===== config.mk =====
export PLATFORM = sky130hd
export DESIGN_NAME = mic_array_emulator
export DESIGN_NICKNAME = d
export VERILOG_FILES = /design/src/rtl/mic_array_emulator.sv
export SDC_FILE = /design/constraint.sdc
export NUM_CORES = 1
export LEC_CHECK = 0
export ABC_CLOCK_PERIOD_IN_PS = 2300
export CORE_MARGIN = 10
export CORE_UTILIZATION = 34
export CTS_CLUSTER_DIAMETER = 120
export DETAILED_ROUTE_END_ITERATION = 6
export DONT_BUFFER_PORTS = 1
export PLACE_DENSITY = 0.54
export SKIP_CTS_REPAIR_TIMING = 1
export SLEW_MARGIN = 25
export SYNTH_ARGS = -nofsm -noshare
export SYNTH_HDL_FRONTEND = slang
export SYNTH_SLANG_ARGS = --single-unit

===== constraint.sdc =====
create_clock -name clk -period 2.3 [get_ports clk]
set_clock_uncertainty 0.2 [all_clocks]
set_input_delay 0.46 -clock clk [delete_from_list [all_inputs] [get_ports clk]]
set_output_delay 0.46 -clock clk [all_outputs]
set_load 0.02 [all_outputs]

===== src/rtl/mic_array_emulator.sv =====
// mic_array_emulator: emulates a 32-line serial microphone array for bring-up and loopback.
// mic_clock / mic_select are resynchronized into clk. Each select edge loads one 16-bit word
// per line into a per-lane shifter. After LEAD_BITS falling edges, the word is shifted out MSB first.
// Optional build macro MIC_EMU_LFSR_EN adds the LFSR pattern generator used by MODE 2.

module mic_emu_lane #(
  parameter int WORD_BITS = 16
) (
  input  logic                 clk,
  input  logic                 reset_n,
  input  logic                 load,
  input  logic                 shift,
  input  logic                 zero,
  input  logic [WORD_BITS-1:0] word,
  output logic                 dout
);
  logic [WORD_BITS-1:0] sreg;

  // load beats everything (select edge wins); zero masks the pin; shift emits the MSB
  always_ff @(posedge clk or negedge reset_n) begin
    if (!reset_n) begin
      sreg <= '0;
      dout <= 1'b0;
    end else if (load) begin
      sreg <= word;
      dout <= 1'b0;
    end else if (zero) begin
      dout <= 1'b0;
    end else if (shift) begin
      dout <= sreg[WORD_BITS-1];
      sreg <= {sreg[WORD_BITS-2:0], 1'b0};
    end
  end
endmodule

module mic_array_emulator #(
  parameter int LEAD_BITS = 5,
  parameter int WORD_BITS = 16
) (
  input  logic        clk,
  input  logic        reset_n,
  input  logic        slave_chip_select_n,
  input  logic [1:0]  slave_address,
  input  logic        slave_read,
  output logic [31:0] slave_readdata,
  input  logic        slave_write,
  input  logic [31:0] slave_writedata,
  input  logic        mic_clock,
  input  logic        mic_select,
  output logic [31:0] mic_data
);
  localparam int NUM_LANES = 32;
  localparam int BIT_MAX   = LEAD_BITS + WORD_BITS;
  localparam int BW        = $clog2(BIT_MAX + 1);
  localparam logic [BW-1:0] LEAD_V = BW'(LEAD_BITS);
  localparam logic [BW-1:0] MAX_V  = BW'(BIT_MAX);

  // [0] = first sync stage, [1] = synchronized, [2] = previous (edge detect)
  logic [2:0] mclk_sr, msel_sr;
  logic       clk_fall, sel_sync, sel_edge, sel_rise;

  logic        en;
  logic [1:0]  mode;
  logic [15:0] const_reg, frame_cnt, short_cnt, frame_nxt, fc_word;
  logic        active;
  logic [BW-1:0] bit_idx;
  logic        wr, rd, en_rise_wr, in_range, load, shift, zero;
  logic [NUM_LANES-1:0][WORD_BITS-1:0] words;

  // 2-FF synchronizers plus an edge-detect stage for both mic pins
  always_ff @(posedge clk or negedge reset_n) begin
    if (!reset_n) begin
      mclk_sr <= '0;
      msel_sr <= '0;
    end else begin
      mclk_sr <= {mclk_sr[1:0], mic_clock};
      msel_sr <= {msel_sr[1:0], mic_select};
    end
  end

  assign clk_fall = mclk_sr[2] & ~mclk_sr[1];
  assign sel_sync = msel_sr[1];
  assign sel_edge = msel_sr[2] ^ msel_sr[1];
  assign sel_rise = msel_sr[1] & ~msel_sr[2];

  assign wr         = ~slave_chip_select_n & slave_write;
  assign rd         = ~slave_chip_select_n & slave_read;
  assign en_rise_wr = wr && (slave_address == 2'd0) && slave_writedata[0] && !en;

  // bit_idx counts falling edges since the select edge; data window is [LEAD, LEAD+16)
  assign in_range = (bit_idx >= LEAD_V) && (bit_idx < MAX_V);
  assign load     = en & sel_edge;
  assign shift    = en & active & clk_fall & ~sel_edge & in_range;
  // nothing leaves the pins until the first select edge after enable
  assign zero     = ~en | ~active | (clk_fall & ~in_range);

  // a rising select edge opens a new frame, so its words already carry the new count
  assign frame_nxt = frame_cnt + 16'd1;
  assign fc_word   = sel_rise ? frame_nxt : frame_cnt;

`ifdef MIC_EMU_LFSR_EN
  logic [15:0] lfsr;

  // Galois x^16+x^14+x^13+x^11+1, one step per half-frame while enabled
  always_ff @(posedge clk or negedge reset_n) begin
    if (!reset_n)
      lfsr <= 16'hACE1;
    else if (en_rise_wr)
      lfsr <= 16'hACE1;
    else if (en && sel_edge)
      lfsr <= {1'b0, lfsr[15:1]} ^ (lfsr[0] ? 16'hB400 : 16'h0000);
  end
`endif

  // registers, frame / short counters and the half-frame bit position
  always_ff @(posedge clk or negedge reset_n) begin
    if (!reset_n) begin
      en        <= 1'b0;
      mode      <= 2'd0;
      const_reg <= '0;
      frame_cnt <= '0;
      short_cnt <= '0;
      active    <= 1'b0;
      bit_idx   <= '0;
    end else begin
      if (wr && slave_address == 2'd0) begin
        en   <= slave_writedata[0];
        mode <= slave_writedata[2:1];
      end
      if (wr && slave_address == 2'd1)
        const_reg <= slave_writedata[15:0];
      if (en_rise_wr) begin
        frame_cnt <= '0;
        short_cnt <= '0;
        active    <= 1'b0;
      end else if (en) begin
        if (sel_edge) begin
          bit_idx <= '0;
          active  <= 1'b1;
          if (sel_rise)
            frame_cnt <= frame_nxt;
          // only a half-frame that was actually being driven can be short
          if (active && bit_idx < MAX_V && short_cnt != 16'hFFFF)
            short_cnt <= short_cnt + 16'd1;
        end else if (clk_fall && bit_idx < MAX_V) begin
          bit_idx <= bit_idx + 1'b1;
        end
      end
      // a write to SHORT clears it even against a same-cycle increment
      if (wr && slave_address == 2'd3)
        short_cnt <= '0;
    end
  end

  // registered read mux, one-cycle latency
  always_ff @(posedge clk or negedge reset_n) begin
    if (!reset_n)
      slave_readdata <= '0;
    else if (rd) begin
      case (slave_address)
        2'd0:    slave_readdata <= {29'b0, mode, en};
        2'd1:    slave_readdata <= {16'b0, const_reg};
        2'd2:    slave_readdata <= {16'b0, frame_cnt};
        default: slave_readdata <= {16'b0, short_cnt};
      endcase
    end
  end

  for (genvar j = 0; j < NUM_LANES; j++) begin : g_lane
    logic [5:0] ch;
    // select low carries the odd channel of the pair
    assign ch = {5'(j), ~sel_sync};

    // pattern select; reserved mode (and MODE 2 without the LFSR) fall back to the counter
    always_comb begin
      words[j] = {fc_word[9:0], ch};
      case (mode)
        2'd1: words[j] = const_reg;
`ifdef MIC_EMU_LFSR_EN
        2'd2: words[j] = lfsr ^ {10'b0, ch};
`endif
        default: ;
      endcase
    end

    mic_emu_lane #(.WORD_BITS(WORD_BITS)) u_lane (
      .clk     (clk),
      .reset_n (reset_n),
      .load    (load),
      .shift   (shift),
      .zero    (zero),
      .word    (words[j]),
      .dout    (mic_data[j])
    );
  end

  logic unused_bits;
  assign unused_bits = ^{slave_writedata[31:16], fc_word[15:10], mclk_sr[0], msel_sr[0]};

endmodule

==> qor.csv <==
metric,value,unit
outcome,"finished, violations left",
failing checks,negative hold slack,
# clock sinks,494,
Die ar.,0.0732,mm2
Initial Util,34.5,%
Synth Cell Area,0.0213,mm2
H-tree levels,2,
Yosys top cell area share,57.9,%
Post-Synth Adder-Cell Area,0.293,%
crit end category,flip-flop,
largest family of logic cells by synthesized area,compound AO/OA/AOI/OAI gates,
Biggest register,g_lane.u_lane.sreg,
largest net degree at the start of global routing,495,
R2R Path End,short_cnt[12],
placed inst area,0.0225,mm2
Slew headroom,2.67,%
grt ovf,0,
Synth Area per Inst,9.83,um2
Routed Wire Length,45.9,mm
final non-filler cell area,0.0249,mm2
Max Slew Vio Count,0,
Via Count,14900,
final setup fails,0,
Max Fanout on Critical Path,7,
crit path launch type,flip-flop,
drc violations,0,
Least-Margin Pin Slew,1.46,ns
Nets,2187,
Pre-Repair DR Iteration Count,5,
Synth async-reset ratio,100,%
global-route wire length before repair,78.0,mm
Commonest cells post-synth,"dfrtp_1, nand2_1, a21oi_1",
Ports,105,
clk root buf,clkbuf_16,
worst hold path type,input pin to asynchronous set/reset pin,
post-synthesis sequential area ratio,57.9,%
Avg WL per Cell,15.2,um
top flop regs,"g_lane.u_lane.sreg x383, g_lane.u_lane.dout x32",
final-report hold violation count,494,
Yosys reg bits,494,
# diodes,0,
HPWL Detailed,29.9,mm
most frequent cell after synthesis,dfrtp_1,
Final min period,2.21,ns
synth top area cells,"dfrtp_1, nand2_1, a21oi_1",
top_reg_cell synth,dfrtp_1,
GRT Resource Usage Total,12.4,%
Total Power,28.4,mW
FMAX,452,MHz
Peak VDD IR,0.569,mV
Leakage,11.0,nW
fin util,40.1,%
row cnt,91,
P&R area growth vs syn,16.5,%
pwr dens,1140,mW/mm2
clk buf depth,3,
R2R Setup Slk,0.09,ns
antenna violations before repair,1,
Post-synth EDFFs,0,
ANT nets after route,0,
Die Y,271,um
post-synthesis xor/xnor area fraction,0.944,%
worst skew pair latency,0.61,ns
Tcrit/Tclk final,96.2,%
"Distinct cells, synth",61,
initial drt markers,1042,
floorplan core area,0.0619,mm2
clock edge transition at the registers on the reported setup and hold paths,0.06,ns
input/output buffers,0,
fraction of layout cells with a size suffix above 1,12.8,%
vias in the first global route,14700,
final hold slack,-0.583,ns
Cells after Synth,2171,
via/cell ratio,4.94,
CTS tree,done,
Reg2Reg Launch Point,msel_sr[1],
die width,271,um
Yosys warning total,0,
Placer Congestion,0.810,
Num CTS Buffers,53,
max_cap viols,0,
CP arrival,2.49,ns
Compound-Gate Fraction of Synth Area,17.7,%
mux cell area share after synthesis,3.76,%
max reg flops,383,
simple-gate share of the synthesized area,13.3,%
Required @ worst endpoint,2.58,ns
leading area contributor after synthesis,dfrtp_1,
CP Class,flip-flop to flip-flop,
Reg2Reg Depth,8,
how the worst max path moves through the flow:
| stage | from | to | slack [ns] | cells past startpoint |
|---|---|---|---|---|
| after floorplan | msel_sr[1] | short_cnt[15] | 0.16 | 6 |
| after global placement | msel_sr[2] | g_lane[15].u_lane.sreg[14] | -0.02 | 8 |
| after detailed placement | msel_sr[2] | g_lane[21].u_lane.sreg[14] | -0.05 | 8 |
| after CTS | msel_sr[2] | g_lane[21].u_lane.sreg[14] | -0.06 | 8 |
| after global routing | bit_idx[1] | g_lane[19].u_lane.sreg[8] | -0.01 | 9 |
| final | msel_sr[1] | short_cnt[12] | 0.09 | 8 |
cell type report:
type | count | area (um2)
clock buffer | 71 | 1510
clock inverter | 28 | 454
fill | 6100 | 37100
inverter | 7 | 26.3
multi-input combinational | 1454 | 7870
sequential | 494 | 12400
tap | 837 | 1050
timing repair buffer | 131 | 1580
metal layers:
layer	up-vias	wire, um	global-route usage (%)
met5	-	0	0
met4	0	880	3.62
met3	53	1820	2.14
met2	213	21400	19.7
met1	7239	21900	17.0
li1	7432	-	-
cell families (layout without fill, tap and decap cells):
group | after synthesis | after routing
muxes | 72 | 72
other | 1 | 16
DFF | 494 | 494
xor gates and xnor gates | 23 | 23
buffers and inverters | 238 | 237
adders and majority gates | 5 | 5
AOI/OAI and AO/OA | 660 | 660
and+or+nand+nor | 678 | 678
report_power, final:
part / internal, mW / total (mW) / switching [mW]
Clock: 5.77 / 9.36 / 3.59
Sequential: 11.9 / 13.9 / 1.95
Combinational: 2.41 / 5.17 / 2.76
layout by cell type, fill, tap and decap left out, types with 24 or more instances in the layout:
cell type        n
a31oi_1        164
mux2i_1         34
dlygate4sd3_1   24
dfrtp_1        494
buf_4           62
clkbuf_16       54
nor2_1         176
nand2_1        414
a22o_1          32
a21oi_1        212
mux2_2          35
buf_12          38
o21ai_0        200
per-stage QoR:
step                      setup TNS (ns)  setup WS [ns]  cells
after floorplan                        0          0.156   2186
after global placement            -0.202        -0.0182   2897
after detailed placement          -0.890        -0.0545   2897
after CTS                          -1.56        -0.0575   2996
after global routing             -0.0125        -0.0125   3022
final                                  0         0.0870   3022
critical path, stage by stage (launching register included):
cell and delay (ns):
dfrtp_1 0.41, ha_4 0.25, and2b_4 0.31, buf_4 0.14, nand4_4 0.10, buf_12 0.16
nor4b_4 0.31, xnor2_1 0.15, nor2_1 0.06
Note: power is estimated with default switching activity, not from simulation.
